[src/rtl/iob_plic_mt.sv]
`default_nettype none
// ============================================================================
// Module   : iob_plic_mt
// Brief    : Multi-target platform-level interrupt controller on an IOb
//            register interface. Sources are level or edge (counted);
//            each target gets a registered highest-priority pending ID.
// Revision : 1.0 - initial release
// ============================================================================
module iob_plic_mt #(
    parameter int ADDR_W            = 16,
    parameter int DATA_W            = 32,
    parameter int SOURCES           = 8,
    parameter int TARGETS           = 2,
    parameter int PRIORITY_W        = 3,
    parameter int MAX_PENDING_COUNT = 4
) (
    input  logic                  clk_i,
    input  logic                  arst_i_n,
    input  logic                  iob_avalid_i,
    input  logic [ADDR_W-1:0]     iob_addr_i,
    input  logic [DATA_W-1:0]     iob_wdata_i,
    input  logic [DATA_W/8-1:0]   iob_wstrb_i,
    output logic                  iob_ready_o,
    output logic                  iob_rvalid_o,
    output logic [DATA_W-1:0]     iob_rdata_o,
    input  logic [SOURCES-1:0]    src_i,
    output logic [TARGETS-1:0]    irq_o
);

    localparam int ID_W   = $clog2(SOURCES + 1);
    localparam int STRB_W = DATA_W / 8;
    localparam int CNT_W  = 4;

    // Configuration and per-source state (source IDs index directly, 1..SOURCES)
    logic [SOURCES:1]      r_el;
    logic [SOURCES:1]      r_ip_lvl;
    logic [SOURCES:1]      r_ins;
    logic [SOURCES:1]      r_src_q;
    logic [CNT_W-1:0]      r_cnt  [1:SOURCES];
    logic [PRIORITY_W-1:0] r_prio [1:SOURCES];
    logic [SOURCES:1]      r_ie   [TARGETS];
    logic [PRIORITY_W-1:0] r_th   [TARGETS];
    logic [ID_W-1:0]       r_id   [TARGETS];
    logic [TARGETS-1:0]    r_irq;
    logic                  r_rvalid;
    logic [DATA_W-1:0]     r_rdata;

    logic                  w_rd, w_wr, w_hi;
    logic [1:0]            w_page;
    logic [5:0]            w_idx;
    logic [2:0]            w_tgt;
    logic                  w_sel_el, w_sel_ip, w_sel_prio, w_sel_ie, w_sel_th, w_sel_claim;
    logic [SOURCES:1]      w_src, w_edge, w_ip, w_claim_vec, w_cmp_vec, w_el_new, w_el_chg;
    logic [ID_W-1:0]       w_cid, w_claim_ret;
    logic [ID_W-1:0]       w_arb [TARGETS];
    logic [PRIORITY_W-1:0] w_bp;
    logic [DATA_W-1:0]     w_rdata, w_wmerge;
    logic                  w_unused;

    // Replace the strobed bytes of the current register value with write data
    function automatic logic [DATA_W-1:0] f_merge(input logic [DATA_W-1:0] old_v,
                                                  input logic [DATA_W-1:0] wd,
                                                  input logic [STRB_W-1:0] st);
        logic [DATA_W-1:0] res;
        res = old_v;
        for (int b = 0; b < STRB_W; b++)
            if (st[b]) res[8*b +: 8] = wd[8*b +: 8];
        return res;
    endfunction

    assign w_rd   = iob_avalid_i && (iob_wstrb_i == '0);
    assign w_wr   = iob_avalid_i && (iob_wstrb_i != '0);
    // Misaligned or out-of-window addresses decode to nothing
    assign w_hi   = ((iob_addr_i >> 10) == '0) && (iob_addr_i[1:0] == 2'b00);
    assign w_page = iob_addr_i[9:8];
    assign w_idx  = iob_addr_i[7:2];
    assign w_tgt  = iob_addr_i[5:3];

    assign w_sel_el    = w_hi && (w_page == 2'd0) && (w_idx == 6'd0);
    assign w_sel_ip    = w_hi && (w_page == 2'd0) && (w_idx == 6'd1);
    assign w_sel_prio  = w_hi && (w_page == 2'd1) && (w_idx != 6'd0) && (32'(w_idx) <= SOURCES);
    assign w_sel_ie    = w_hi && (w_page == 2'd2) && (32'(w_idx) < TARGETS);
    assign w_sel_th    = w_hi && (w_page == 2'd3) && (iob_addr_i[7:6] == 2'b00)
                         && (32'(w_tgt) < TARGETS) && !iob_addr_i[2];
    assign w_sel_claim = w_hi && (w_page == 2'd3) && (iob_addr_i[7:6] == 2'b00)
                         && (32'(w_tgt) < TARGETS) && iob_addr_i[2];

    assign w_src  = src_i;
    assign w_edge = w_src & ~r_src_q;

    // Pending view: edge sources pend while counted and not in service
    always_comb begin
        for (int s = 1; s <= SOURCES; s++)
            w_ip[s] = r_el[s] ? ((r_cnt[s] != '0) && !r_ins[s]) : r_ip_lvl[s];
    end

    // Claim/complete decode; a stale or already-taken ID claims nothing
    always_comb begin
        w_cid       = '0;
        w_claim_vec = '0;
        w_cmp_vec   = '0;
        for (int t = 0; t < TARGETS; t++)
            if (w_tgt == 3'(t)) w_cid = r_id[t];
        for (int s = 1; s <= SOURCES; s++) begin
            w_claim_vec[s] = w_rd && w_sel_claim && (w_cid == ID_W'(s)) && w_ip[s] && !r_ins[s];
            w_cmp_vec[s]   = w_wr && w_sel_claim && (iob_wdata_i == DATA_W'(s)) && r_ins[s];
        end
        w_claim_ret = (w_claim_vec != '0) ? w_cid : '0;
    end

    // Per-target arbitration: strict '>' against a threshold-seeded best keeps the lowest ID on ties
    always_comb begin
        w_bp = '0;
        for (int t = 0; t < TARGETS; t++) begin
            w_arb[t] = '0;
            w_bp     = r_th[t];
            for (int s = 1; s <= SOURCES; s++) begin
                if (w_ip[s] && r_ie[t][s] && (r_prio[s] > w_bp)) begin
                    w_bp     = r_prio[s];
                    w_arb[t] = ID_W'(s);
                end
            end
        end
    end

    // Read mux; also supplies the old value for byte-strobe merging on writes
    always_comb begin
        w_rdata = '0;
        if (w_sel_el)    w_rdata = DATA_W'({r_el, 1'b0});
        if (w_sel_ip)    w_rdata = DATA_W'({w_ip, 1'b0});
        if (w_sel_claim) w_rdata = DATA_W'(w_claim_ret);
        for (int s = 1; s <= SOURCES; s++)
            if (w_sel_prio && (w_idx == 6'(s))) w_rdata = DATA_W'(r_prio[s]);
        for (int t = 0; t < TARGETS; t++) begin
            if (w_sel_ie && (w_idx == 6'(t))) w_rdata = DATA_W'({r_ie[t], 1'b0});
            if (w_sel_th && (w_tgt == 3'(t))) w_rdata = DATA_W'(r_th[t]);
        end
    end

    assign w_wmerge = f_merge(w_rdata, iob_wdata_i, iob_wstrb_i);
    assign w_el_new = w_wmerge[SOURCES:1];
    assign w_el_chg = (w_wr && w_sel_el) ? (w_el_new ^ r_el) : '0;
    assign w_unused = ^w_wmerge;

    // Software-visible configuration registers
    always_ff @(posedge clk_i or negedge arst_i_n) begin
        if (!arst_i_n) begin
            r_el <= '0;
            for (int s = 1; s <= SOURCES; s++) r_prio[s] <= '0;
            for (int t = 0; t < TARGETS; t++) begin
                r_ie[t] <= '0;
                r_th[t] <= '0;
            end
        end else if (w_wr) begin
            if (w_sel_el) r_el <= w_el_new;
            for (int s = 1; s <= SOURCES; s++)
                if (w_sel_prio && (w_idx == 6'(s))) r_prio[s] <= w_wmerge[PRIORITY_W-1:0];
            for (int t = 0; t < TARGETS; t++) begin
                if (w_sel_ie && (w_idx == 6'(t))) r_ie[t] <= w_wmerge[SOURCES:1];
                if (w_sel_th && (w_tgt == 3'(t))) r_th[t] <= w_wmerge[PRIORITY_W-1:0];
            end
        end
    end

    // Gateway state: level pending, edge counters, in-service flags
    always_ff @(posedge clk_i or negedge arst_i_n) begin
        if (!arst_i_n) begin
            r_src_q  <= '0;
            r_ip_lvl <= '0;
            r_ins    <= '0;
            for (int s = 1; s <= SOURCES; s++) r_cnt[s] <= '0;
        end else begin
            r_src_q <= w_src;
            for (int s = 1; s <= SOURCES; s++) begin
                if (w_el_chg[s]) begin
                    r_ip_lvl[s] <= 1'b0;
                    r_ins[s]    <= 1'b0;
                    r_cnt[s]    <= '0;
                end else begin
                    if (w_claim_vec[s])    r_ins[s] <= 1'b1;
                    else if (w_cmp_vec[s]) r_ins[s] <= 1'b0;
                    // A completing level source may re-pend in the same edge
                    if (r_el[s] || w_claim_vec[s])
                        r_ip_lvl[s] <= 1'b0;
                    else if (w_src[s] && (!r_ins[s] || w_cmp_vec[s]))
                        r_ip_lvl[s] <= 1'b1;
                    if (r_el[s]) begin
                        if (w_edge[s] && !w_claim_vec[s] && (r_cnt[s] < CNT_W'(MAX_PENDING_COUNT)))
                            r_cnt[s] <= r_cnt[s] + CNT_W'(1);
                        else if (w_claim_vec[s] && !w_edge[s] && (r_cnt[s] != '0))
                            r_cnt[s] <= r_cnt[s] - CNT_W'(1);
                    end
                end
            end
        end
    end

    // Registered arbiter result and interrupt lines
    always_ff @(posedge clk_i or negedge arst_i_n) begin
        if (!arst_i_n) begin
            r_irq <= '0;
            for (int t = 0; t < TARGETS; t++) r_id[t] <= '0;
        end else begin
            for (int t = 0; t < TARGETS; t++) begin
                r_id[t]  <= w_arb[t];
                r_irq[t] <= (w_arb[t] != '0);
            end
        end
    end

    // One-cycle read response
    always_ff @(posedge clk_i or negedge arst_i_n) begin
        if (!arst_i_n) begin
            r_rvalid <= 1'b0;
            r_rdata  <= '0;
        end else begin
            r_rvalid <= w_rd;
            if (w_rd) r_rdata <= w_rdata;
        end
    end

    assign iob_ready_o  = 1'b1;
    assign iob_rvalid_o = r_rvalid;
    assign iob_rdata_o  = r_rdata;
    assign irq_o        = r_irq;

endmodule
`default_nettype wire
[config.mk]
export PLATFORM = sky130hd
export DESIGN_NAME = iob_plic_mt
export DESIGN_NICKNAME = d
export VERILOG_FILES = /design/src/rtl/iob_plic_mt.sv
export SDC_FILE = /design/constraint.sdc
export NUM_CORES = 1
export LEC_CHECK = 0
export BUFFER_PORTS_ARGS = -buffer_cell sky130_fd_sc_hd__buf_2
export CORE_MARGIN = 3
export CORE_UTILIZATION = 25
export CTS_CLUSTER_SIZE = 40
export DETAILED_ROUTE_END_ITERATION = 10
export GPL_TIMING_DRIVEN = 0
export PLACE_DENSITY_LB_ADDON = 0.08
export SKIP_LAST_GASP = 1
export SLEW_MARGIN = 20
export SYNTH_ARGS = -nofsm -noshare
export SYNTH_HDL_FRONTEND = slang
export SYNTH_SLANG_ARGS = --single-unit
[constraint.sdc]
create_clock -name clk_i -period 12.2 [get_ports clk_i]
set_input_delay 1.22 -clock clk_i [delete_from_list [all_inputs] [get_ports clk_i]]
set_output_delay 1.22 -clock clk_i [all_outputs]
set_load 0.05 [all_outputs]
## Yosys cells after proc, flatten, opt, wreduce, memory -nomap -nowiden

Cells that the tools add are included.

- Bits in registers: 153
- Word-level logic and storage cells: 521

- $lt $le $gt $ge: 27
- Muxes and demuxes: 139
- Bitwise operators: 3
- Add/subtract/negate cells: 16
- Reductions and logical operators: 265
- Equal/unequal tests: 28

Operators with widths:

| kind | number |
|---|---|
| 2-to-1 mux 32 bit | 14 |
| 2-to-1 mux 4 bit | 48 |
| logical AND 1 bit | 151 |
| equality test 32 x 3 -> 1 bit, second input constant | 4 |
| nonzero test 3 bit | 24 |
| equality test 32 x 2 -> 1 bit, second input constant | 2 |
| 2-to-1 mux 1 bit | 59 |
| > comparator 3 bit | 16 |
| nonzero test 4 bit | 11 |
| 2-to-1 mux 3 bit | 14 |
| AND reduction 2 bit | 21 |
| adder 4 x 1 -> 4 bit, second input constant | 8 |
| equality test 32 x 1 -> 1 bit, second input constant | 1 |
| equality test 32 x 4 -> 1 bit, second input constant | 1 |
| < comparator 4 x 3 -> 1 bit, second input constant | 8 |
| subtractor 4 x 1 -> 4 bit, second input constant | 8 |
| logical NOT 1 bit | 25 |
| equality test 6 x 3 -> 1 bit, second input constant | 4 |
| equality test 4 x 3 -> 1 bit, second input constant | 4 |
| logical NOT 16 bit | 1 |
| logical OR 1 bit | 16 |
| 2-to-1 mux 8 bit | 2 |
| nonzero test 2 bit | 8 |
| equality test 6 x 2 -> 1 bit, second input constant | 2 |
| 22 further kinds | 26 |

## Longest topological paths before layout

Gate-level depths: netlist of run 1.

- Depth in word-level cells: 30
- Gate-level depth with buffers: 51

## Least setup slack after synthesis of run 1

No wires, ideal clock.

- Path kind: register to register
- Start point: register r_prio[22] (netlist name)
- End point: register r_irq[0], in the netlist irq_o[0]
- Required time: 12075 ps
- Stages on the path, launching flop included: 48
- Buffers on the path: 0
- Slack: 1916 ps
- Library setup time: 125 ps
- Arrival: 10159 ps
- Period minus slack after synthesis: 10284 ps
- Cells stage by stage: dfrtp_1 -> ha_1 -> nor2b_1 -> o21ai_1 -> a211o_4 -> o21ai_0 -> ha_1 -> or3b_1 -> o21ai_0 -> maj3_1 -> mux2i_1 -> nor2_2 -> nor2_1 -> a21oi_1 -> ha_1 -> nor2_1 -> o211ai_1 -> a221o_1 -> [... 12 more ...] -> mux2_4 -> ha_1 -> nor2_1 -> or2_2 -> maj3_1 -> o2111ai_1 -> mux2i_1 -> ha_1 -> nor2b_1 -> o21a_1 -> o2111ai_1 -> mux2_2 -> ha_1 -> nor2b_1 -> o21a_1 -> o2111a_1 -> nor2_1 -> nand3_1

RTL lines:

| what | RTL line | RTL |
|---|---|---|
| start: declaration | 40 | `logic [PRIORITY_W-1:0] r_prio [1:SOURCES];` |
| start signal: indexed assignment | 157 | `if (w_sel_prio && (w_idx == 6'(s))) r_prio[s] <= w_wmerge[PRIORITY_W-1:0];` |
| end signal: indexed assignment | 206 | `r_irq[t] <= (w_arb[t] != '0);` |
| end: declaration | 44 | `logic [TARGETS-1:0] r_irq;` |

==> results.cfg, run 1 <==
[sta]
worst_slack_ns = 0.814
hold_viol_final = 0
worstMarginPinSlew_ns = 1.05
fmax_ghz = 0.0878
setup_viol = 0
rsz0062_at_grt = no
finalCritPeriodShare = 0.933
final-max-slew-violation-count = 0
fin_worst_skew_ns = 0.0130
min_period_ns = 11.39
tns_ns = 0
relSlewSlack = 0.295

[floorplanning]
ios = 99
die_h_um = 200
core_area_sq_um = 36800
initial_core_util = 0.255
die_w_um = 200
row_count = 70
die_area_sq_um = 39900

[finish]
drive_gt1_frac = 0.213
final_cell_area_sq_um = 11100
fillCellCount = 3874
final_cell_mix = dfrtp_1, nor2_1, nand2_1
antenna_cells = 0
final_common_cell = dfrtp_1
layout.nets = 1259
post-route-util = 0.301
syn_to_final_growth_pct = 17.9

[place]
gp_congestion = 0.830
dp_hpwl_mm = 26.1
dp_slack_ns = 0.343
io_buffers = 72
postPlaceCellArea_sq_um = 10500

[yosys]
synth_top_area_cell = dfrtp_1
ys_top_cells_by_area = dfrtp_1, mux2_2, ha_1
synth_seq_cells = 130
syn_area_sq_um = 9390
synth_edf_count = 0
synthCells = 1027
yosys_warnings = 0
ys_async_sr_fraction = 1.00
netlist.area_leader.share = 0.346
ys_seq_area_frac = 0.346
ys.flop_type = dfrtp_1
yosysUniqueCellTypes = 89
avgSynthCellArea_sq_um = 9.15

[power_and_ir_drop]
ir_drop_mv = 0.0901
power_frac_seq = 0.417
clkPwrFrac = 0.478
power_frac_comb = 0.105
p_per_area_nw_per_um2 = 96.3
p_sw_mw = 0.306
leakagePower_nw = 4.87
p_int_mw = 0.760
p_sw_frac = 0.287

[grt]
grt_pass1_vias = 8132
grt.total_usage = 0.168
grt_first_pass_wirelength_mm = 50.2
overflow = 0
grt_start_max_net_pins = 87
antenna_found_initial = 1

[detailed_routing]
via_count = 8116
dr.pass1.iters = 5
drc_errors = 0
avgRoutedWirePerCell_um = 20.1
viasPerCell = 4.99
wl_mm = 32.6
drt_iter0_drc = 437
ant_nets = 0

[critical_path]
required_ns = 12.52
arrival_ns = 11.70
cp-end-kind = flip-flop
crit_top_cell = ha_1
cp_max_fo = 9
crit_path_max_incr_delay_ns = 0.52
crit_slowest_cell = dfrtp_1
crit_path_start_kind = flip-flop
criticalPathCategory = reg2reg
ff2ff_path_depth = 47

[cts]
postCtsSetupRepairBufs = 0
cts.clk_slew.worst_paths_ns = 0.07
cts_made_buffers = 17
clock_path_buffers = 2
cts_tree = built
cts_sinks = 130
cts_root_buf = clkbuf_16
cts_resized = 0
hold_buffers = 0
htreeDepth = 4
insertion_delay_ns = 0.43

[job]
maxCapViolations = 0

[outcome]
status = completed

[min_path]
whs_path_depth = 2
hold_class = reg2reg
layout make-up:
class | count | area [sq um] | share of cell area
timing repair buffer | 76 | 413 | 0.0373
inverter | 59 | 221 | 0.0200
multi-input combinational | 810 | 5730 | 0.518
buffer | 50 | 298 | 0.0269
sequential | 130 | 3250 | 0.294
clock inverter | 14 | 129 | 0.0116
tap | 468 | 586 | 0.0529
clock buffer | 18 | 439 | 0.0397
power groups by stage:
stage	combinational, mW	sequential [mW]	clock [mW]
floorplan	0.0544	0.467	0
detailed placement	0.114	0.453	0
global route	0.123	0.445	0.545
CTS	0.114	0.445	0.528
global placement	0.112	0.453	0
finish	0.112	0.444	0.510
layer usage:
layer,global-route usage,wire length (um)
met1,0.225,15200
met2,0.288,15900
met3,0.0258,1060
met4,0.0352,406
met5,0,0
through the flow:
stage	total power, mW	instances	hold slack [ns]
6_report	1.07	1625	0.479
5_1_grt	1.11	1625	0.499
4_1_cts	1.09	1625	0.482
3_5_place_dp	0.567	1593	0.467
3_3_place_gp	0.565	1589	0.468
2_1_floorplan	0.521	1049	0.468
synth_stat cells, types with 6 or more instances:
cell	n
mux2_2	59
o31ai_1	6
a21o_1	10
nand2_1	87
dfrtp_1	130
a211oi_1	11
a21oi_1	52
o21ai_0	38
fa_1	8
inv_1	59
and2_1	21
nor4_1	15
clkbuf_1	19
and3_1	15
xnor2_1	24
ha_1	44
buf_4	26
nand3_1	28
nand2b_1	16
or2_2	10
nor2b_1	16
o211ai_1	7
o21ai_1	6
o21a_1	8
nor2_1	106
a31oi_1	12
o2111ai_1	6
o22ai_1	6
nand3b_1	6
a22oi_1	18
mux2i_1	14
nor3_1	19
nand4_1	14
state kept, by name (all words and copies together) (netlist names):
register,count
r_ip_lvl,8
r_prio,24
r_el,8
irq_o,2
r_cnt,32
r_ins,8
r_ie,16
r_src_q,8
r_id,8
r_th,6
iob_rvalid_o,1
iob_rdata_o,9
logic make-up (layout without fill, tap and decap cells):
group,Yosys count,after routing,synth area share
buffers and inverters,109,217,0.0553
other,2,24,0.000800
flip-flops,130,130,0.346
AO/OA/AOI/OAI,236,236,0.184
multiplexers,81,81,0.0975
adder cells (fa/ha/maj),56,56,0.0799
XOR/XNOR,29,29,0.0270
AND/OR/NAND/NOR,384,384,0.209
critical path, delay by kind of cell, from the launching register on:
kind                       cells  cell delay, ns
AOI/OAI and AO/OA             14            3.54
and+or+nand+nor               16            2.33
muxes                          6            1.86
adders and majority gates     10            2.93
DFF                            1            0.52
buffers and inverters          1            0.08
path summary, 6_finish.rpt:
path,start,endpoint,slack (ns)
max reg2reg,r_prio[22]$_DFFE_PN0P_,irq_o[0]$_DFF_PN0_,0.81
max in group asynchronous,arst_i_n,r_cnt[25]$_DFFE_PN0P_,10.70
min in group asynchronous,arst_i_n,irq_o[1]$_DFF_PN0_,0.69
min reg2reg,iob_rdata_o[2]$_DFFE_PN0P_,iob_rdata_o[2]$_DFFE_PN0P_,0.48
min,iob_rdata_o[2]$_DFFE_PN0P_,iob_rdata_o[2]$_DFFE_PN0P_,0.48
max,r_prio[22]$_DFFE_PN0P_,irq_o[0]$_DFF_PN0_,0.81
Note: power is estimated with default switching activity, not from simulation.
==> run 2: changes to the inputs <==
Settings changed: BUFFER_PORTS_ARGS -buffer_cell sky130_fd_sc_hd__buf_2 to -buffer_cell sky130_fd_sc_hd__clkbuf_2, REMOVE_ABC_BUFFERS set to 1.
==> results.cfg, run 2 (synthesis results as in run 1) <==
[outcome]
status = completed

[critical_path]
r2r-end = irq_o[0]$_DFF_PN0_
crit_end = irq_o[0]$_DFF_PN0_
cp-end-kind = flip-flop
criticalPathCategory = reg2reg
crit_slowest_cell = dfrtp_1
crit_path_start_kind = flip-flop
setup.worst_path.start = r_prio[22]$_DFFE_PN0P_
r2r_slack_ns = 0.73
crit_top_cell = ha_1
crit_path_max_incr_delay_ns = 0.51
required_ns = 12.50
cp_max_fo = 9
arrival_ns = 11.77
ff2ff_path_depth = 47
timing.rr.start = r_prio[22]$_DFFE_PN0P_

[cts]
insertion_delay_ns = 0.44
cts_made_buffers = 17
cts_tree = built
hold_buffers = 0
cts_sinks = 130
cts.clk_slew.worst_paths_ns = 0.06
htreeDepth = 4
clock_path_buffers = 2
postCtsSetupRepairBufs = 0
cts_root_buf = clkbuf_16

[power_and_ir_drop]
leakagePower_nw = 4.70
p_per_area_nw_per_um2 = 100
ir_drop_mv = 0.0944

[finish]
fillCellCount = 3938
largest_reg_flops = 32
layout.nets = 1210
final_cell_area_sq_um = 10800
final_cell_mix = dfrtp_1, nor2_1, nand2_1
drive_gt1_frac = 0.194
stdcell_count = 1576
reg_top3 = r_cnt: 32 flops, r_prio: 24 flops, r_ie: 16 flops
top_register = r_cnt
final_common_cell = dfrtp_1
syn_to_final_growth_pct = 15.2

[sta]
relSlewSlack = 0.200
fmax_ghz = 0.0872
final-max-slew-violation-count = 0
tns_ns = 0
hold_viol_final = 0
fin_worst_skew_ns = 0.0108
finalCritPeriodShare = 0.940
worstMarginPinSlew_ns = 1.20
rsz0062_at_grt = no
setup_viol = 0
hold_slack_ns = 0.486
min_period_ns = 11.47

[grt]
antenna_found_initial = 0
use_met3 = 0.0272
grt_start_max_net_pins = 72
grt.total_usage = 0.166
grt_use_met1 = 0.229
grt_first_pass_wirelength_mm = 49.7
grt_pass1_vias = 8055
overflow = 0
grt.met2_usage = 0.271
busiest_layer = met2

[min_path]
hold_class = reg2reg

[detailed_routing]
wl_mm = 32.1
dr.pass1.iters = 5
viasPerCell = 5.00
via_count = 7883
drt_iter0_drc = 488
drc_errors = 0
avgRoutedWirePerCell_um = 20.4
ant_nets = 0

[floorplanning]
core_area_sq_um = 36800
die_w_um = 200
ios = 99
die_area_sq_um = 39900
die_h_um = 200
initial_core_util = 0.255
row_count = 70

[job]
maxCapViolations = 0

[place]
dp_hpwl_mm = 25.1
io_buffers = 74
gp_congestion = 0.788
postPlaceCellArea_sq_um = 10200
dp.cells = 1544
run 2: critical path, delay by kind of cell (launching register included):
kind | cells | cell delay (ns)
AO/OA/AOI/OAI | 14 | 3.53
adder cells (fa/ha/maj) | 10 | 2.94
multiplexers | 6 | 1.86
AND/OR/NAND/NOR | 16 | 2.40
flip-flops | 1 | 0.51
buffers and inverters | 1 | 0.09
run 2: layer usage:
metal	vias up	part of all wire
li1	3835	-
met1	3867	0.48
met2	155	0.47
met3	26	0.040
met4	0	0.016
met5	-	0
run 2: stage by stage:
stage               utilization  total power [mW]  setup WS (ns)
floorplan                     -             0.512           1.92
global placement          0.275             0.557          0.370
detailed placement        0.278             0.559          0.336
CTS                       0.294              1.10          0.310
global route              0.294              1.13         0.0274
finish                    0.294              1.09          0.731
run 2: worst min-delay path by stage:
stage,from,cells after the start,end
after floorplan,r_ie[14]$_DFFE_PN0P_,2,r_ie[14]$_DFFE_PN0P_
after global placement,iob_rdata_o[2]$_DFFE_PN0P_,2,iob_rdata_o[2]$_DFFE_PN0P_
after detailed placement,iob_rdata_o[3]$_DFFE_PN0P_,2,iob_rdata_o[3]$_DFFE_PN0P_
after CTS,iob_rdata_o[3]$_DFFE_PN0P_,2,iob_rdata_o[3]$_DFFE_PN0P_
after global routing,iob_rdata_o[2]$_DFFE_PN0P_,2,iob_rdata_o[2]$_DFFE_PN0P_
final,iob_rdata_o[3]$_DFFE_PN0P_,2,iob_rdata_o[3]$_DFFE_PN0P_
run 2: power breakdown:
| part | internal [mW] | total, mW | switching, mW |
|---|---|---|---|
| sequential | 0.439 | 0.444 | 0.00557 |
| combinational | 0.0274 | 0.105 | 0.0773 |
| clock | 0.320 | 0.538 | 0.217 |
| total | 0.786 | 1.09 | 0.300 |
run 2: what timing repair did:
| item | CTS | global route |
|---|---|---|
| hold endpoints to repair | 0 | 0 |
| resized for setup | 0 | 2 |
| endpoints found under the setup margin | 0 | 5 |
run 2: area by class of cell:
class,instances,area [sq um],share of cell area
diodes,1,2.50,0.000231
clock buffers,18,429,0.0397
clock inverters,13,163,0.0150
inverters,59,221,0.0205
multi-input cells,810,5750,0.531
flip-flops and latches,130,3250,0.301
well taps,468,586,0.0541
repair buffers,77,417,0.0385
==> run 3: changes to the inputs <==
Settings changed: BUFFER_PORTS_ARGS -buffer_cell sky130_fd_sc_hd__clkbuf_2 to not set, DONT_BUFFER_PORTS set to 1.
==> results.cfg, run 3 (synthesis results as in run 1) <==
[floorplanning]
ios = 99
initial_core_util = 0.255
die_h_um = 200
core_area_sq_um = 36800
die_area_sq_um = 39900
die_w_um = 200
row_count = 70

[cts]
cts_resized = 0
clock_path_buffers = 2
cts_made_buffers = 17
insertion_delay_ns = 0.44
cts_sinks = 130
cts_tree = built
cts_root_buf = clkbuf_16
htreeDepth = 4
cts.clk_slew.worst_paths_ns = 0.06
postCtsSetupRepairBufs = 0
hold_buffers = 0

[sta]
finalCritPeriodShare = 0.936
relSlewSlack = 0.364
hold_viol_final = 0
worstMarginPinSlew_ns = 0.946
setup_viol = 0
min_period_ns = 11.42
tns_ns = 0
final-max-slew-violation-count = 0
fin_worst_skew_ns = 0.00828
rsz0062_at_grt = no
fmax_ghz = 0.0875
hold_slack_ns = 0.480

[grt]
grt_start_max_net_pins = 131
antenna_found_initial = 0
overflow = 0
grt.total_usage = 0.165
grt_pass1_vias = 7632
grt_first_pass_wirelength_mm = 49.0

[finish]
top_register = r_cnt
antenna_cells = 0
final_cell_area_sq_um = 10400
final_common_cell = dfrtp_1
fillCellCount = 3909
syn_to_final_growth_pct = 10.9
final_cell_mix = dfrtp_1, nor2_1, nand2_1
largest_reg_flops = 32
layout.nets = 1135
multi_input_area_sq_um = 5770
reg_top3 = r_cnt: 32 flops, r_prio: 24 flops, r_ie: 16 flops
register_area_sq_um = 3250
drive_gt1_frac = 0.140

[critical_path]
criticalPathCategory = reg2reg
r2r_slack_ns = 0.78
crit_path_start_kind = flip-flop
crit_slowest_cell = dfrtp_1
crit_top_cell = ha_1
cp-end-kind = flip-flop
ff2ff_path_depth = 49
r2r-end = r_id[0]$_DFF_PN0_
crit_end = r_id[0]$_DFF_PN0_
arrival_ns = 11.78
cp_max_fo = 6
required_ns = 12.56
crit_path_max_incr_delay_ns = 0.42
setup.worst_path.start = r_prio[21]$_DFFE_PN0P_
timing.rr.start = r_prio[21]$_DFFE_PN0P_

[min_path]
hold_class = in2async

[power_and_ir_drop]
p_per_area_nw_per_um2 = 99.3
ir_drop_mv = 0.0926
leakagePower_nw = 4.36

[detailed_routing]
avgRoutedWirePerCell_um = 21.5
via_count = 7678
wl_mm = 32.2
viasPerCell = 5.12
dr.pass1.iters = 5
ant_nets = 0
drt_iter0_drc = 443
drc_errors = 0

[place]
io_buffers = 0
postPlaceCellArea_sq_um = 9820
gp_congestion = 0.801
dp_hpwl_mm = 24.8

[outcome]
status = completed

[job]
maxCapViolations = 0
==> run 3: routing by layer <==
| layer | up-vias | wire [um] | track usage |
|---|---|---|---|
| met3 | 14 | 1300 | 0.0316 |
| li1 | 3688 | - | - |
| met4 | 0 | 292 | 0.0300 |
| met2 | 153 | 15400 | 0.272 |
| met1 | 3823 | 15200 | 0.229 |
| met5 | - | 0 | 0 |
==> run 3: area by class of cell <==
cell class,instances,share of cell area
repair buffers,2,0.000961
clock buffers,22,0.0455
clock inverters,10,0.00961
well taps,468,0.0562
multi-input cells,810,0.554
flip-flops and latches,130,0.313
inverters,59,0.0213
==> run 3: worst min-delay path by stage <==
stage / end / cells past startpoint / from / slack (ns)
CTS: r_src_q[6]$_DFF_PN0_ / 0 / arst_i_n / 0.46
global placement: r_ie[0]$_DFFE_PN0P_ / 1 / r_ie[0]$_DFFE_PN0P_ / 0.52
floorplan: r_ie[14]$_DFFE_PN0P_ / 2 / r_ie[14]$_DFFE_PN0P_ / 0.47
detailed placement: r_ie[11]$_DFFE_PN0P_ / 2 / r_ie[11]$_DFFE_PN0P_ / 0.52
global route: r_cnt[14]$_DFFE_PN0P_ / 0 / arst_i_n / 0.45
finish: r_src_q[6]$_DFF_PN0_ / 0 / arst_i_n / 0.48
==> run 3: stage by stage <==
step / util / std cells / power [mW] / setup slack, ns
2_1_floorplan: - / 999 / 0.512 / 1.92
3_3_place_gp: 0.265 / 1467 / 0.525 / 0.295
3_5_place_dp: 0.267 / 1469 / 0.525 / 0.376
4_1_cts: 0.283 / 1501 / 1.05 / 0.318
5_1_grt: 0.283 / 1501 / 1.07 / 0.0269
6_report: 0.283 / 1501 / 1.03 / 0.778
==> run 3: power by group <==
group | internal [mW] | switching [mW] | total, mW
Combinational | 0.0165 | 0.0386 | 0.0551
Sequential | 0.438 | 0.0227 | 0.461
Clock | 0.298 | 0.220 | 0.518
Total | 0.753 | 0.281 | 1.03
==> run 3: worst max-delay path: cells and delay by family, from the launching register on <==
kind | cells | cell delay [ns]
AND/OR/NAND/NOR | 14 | 2.03
AO/OA/AOI/OAI | 17 | 3.66
adder cells (fa/ha/maj) | 9 | 2.59
flip-flops | 1 | 0.42
buffers and inverters | 3 | 0.43
multiplexers | 6 | 2.19
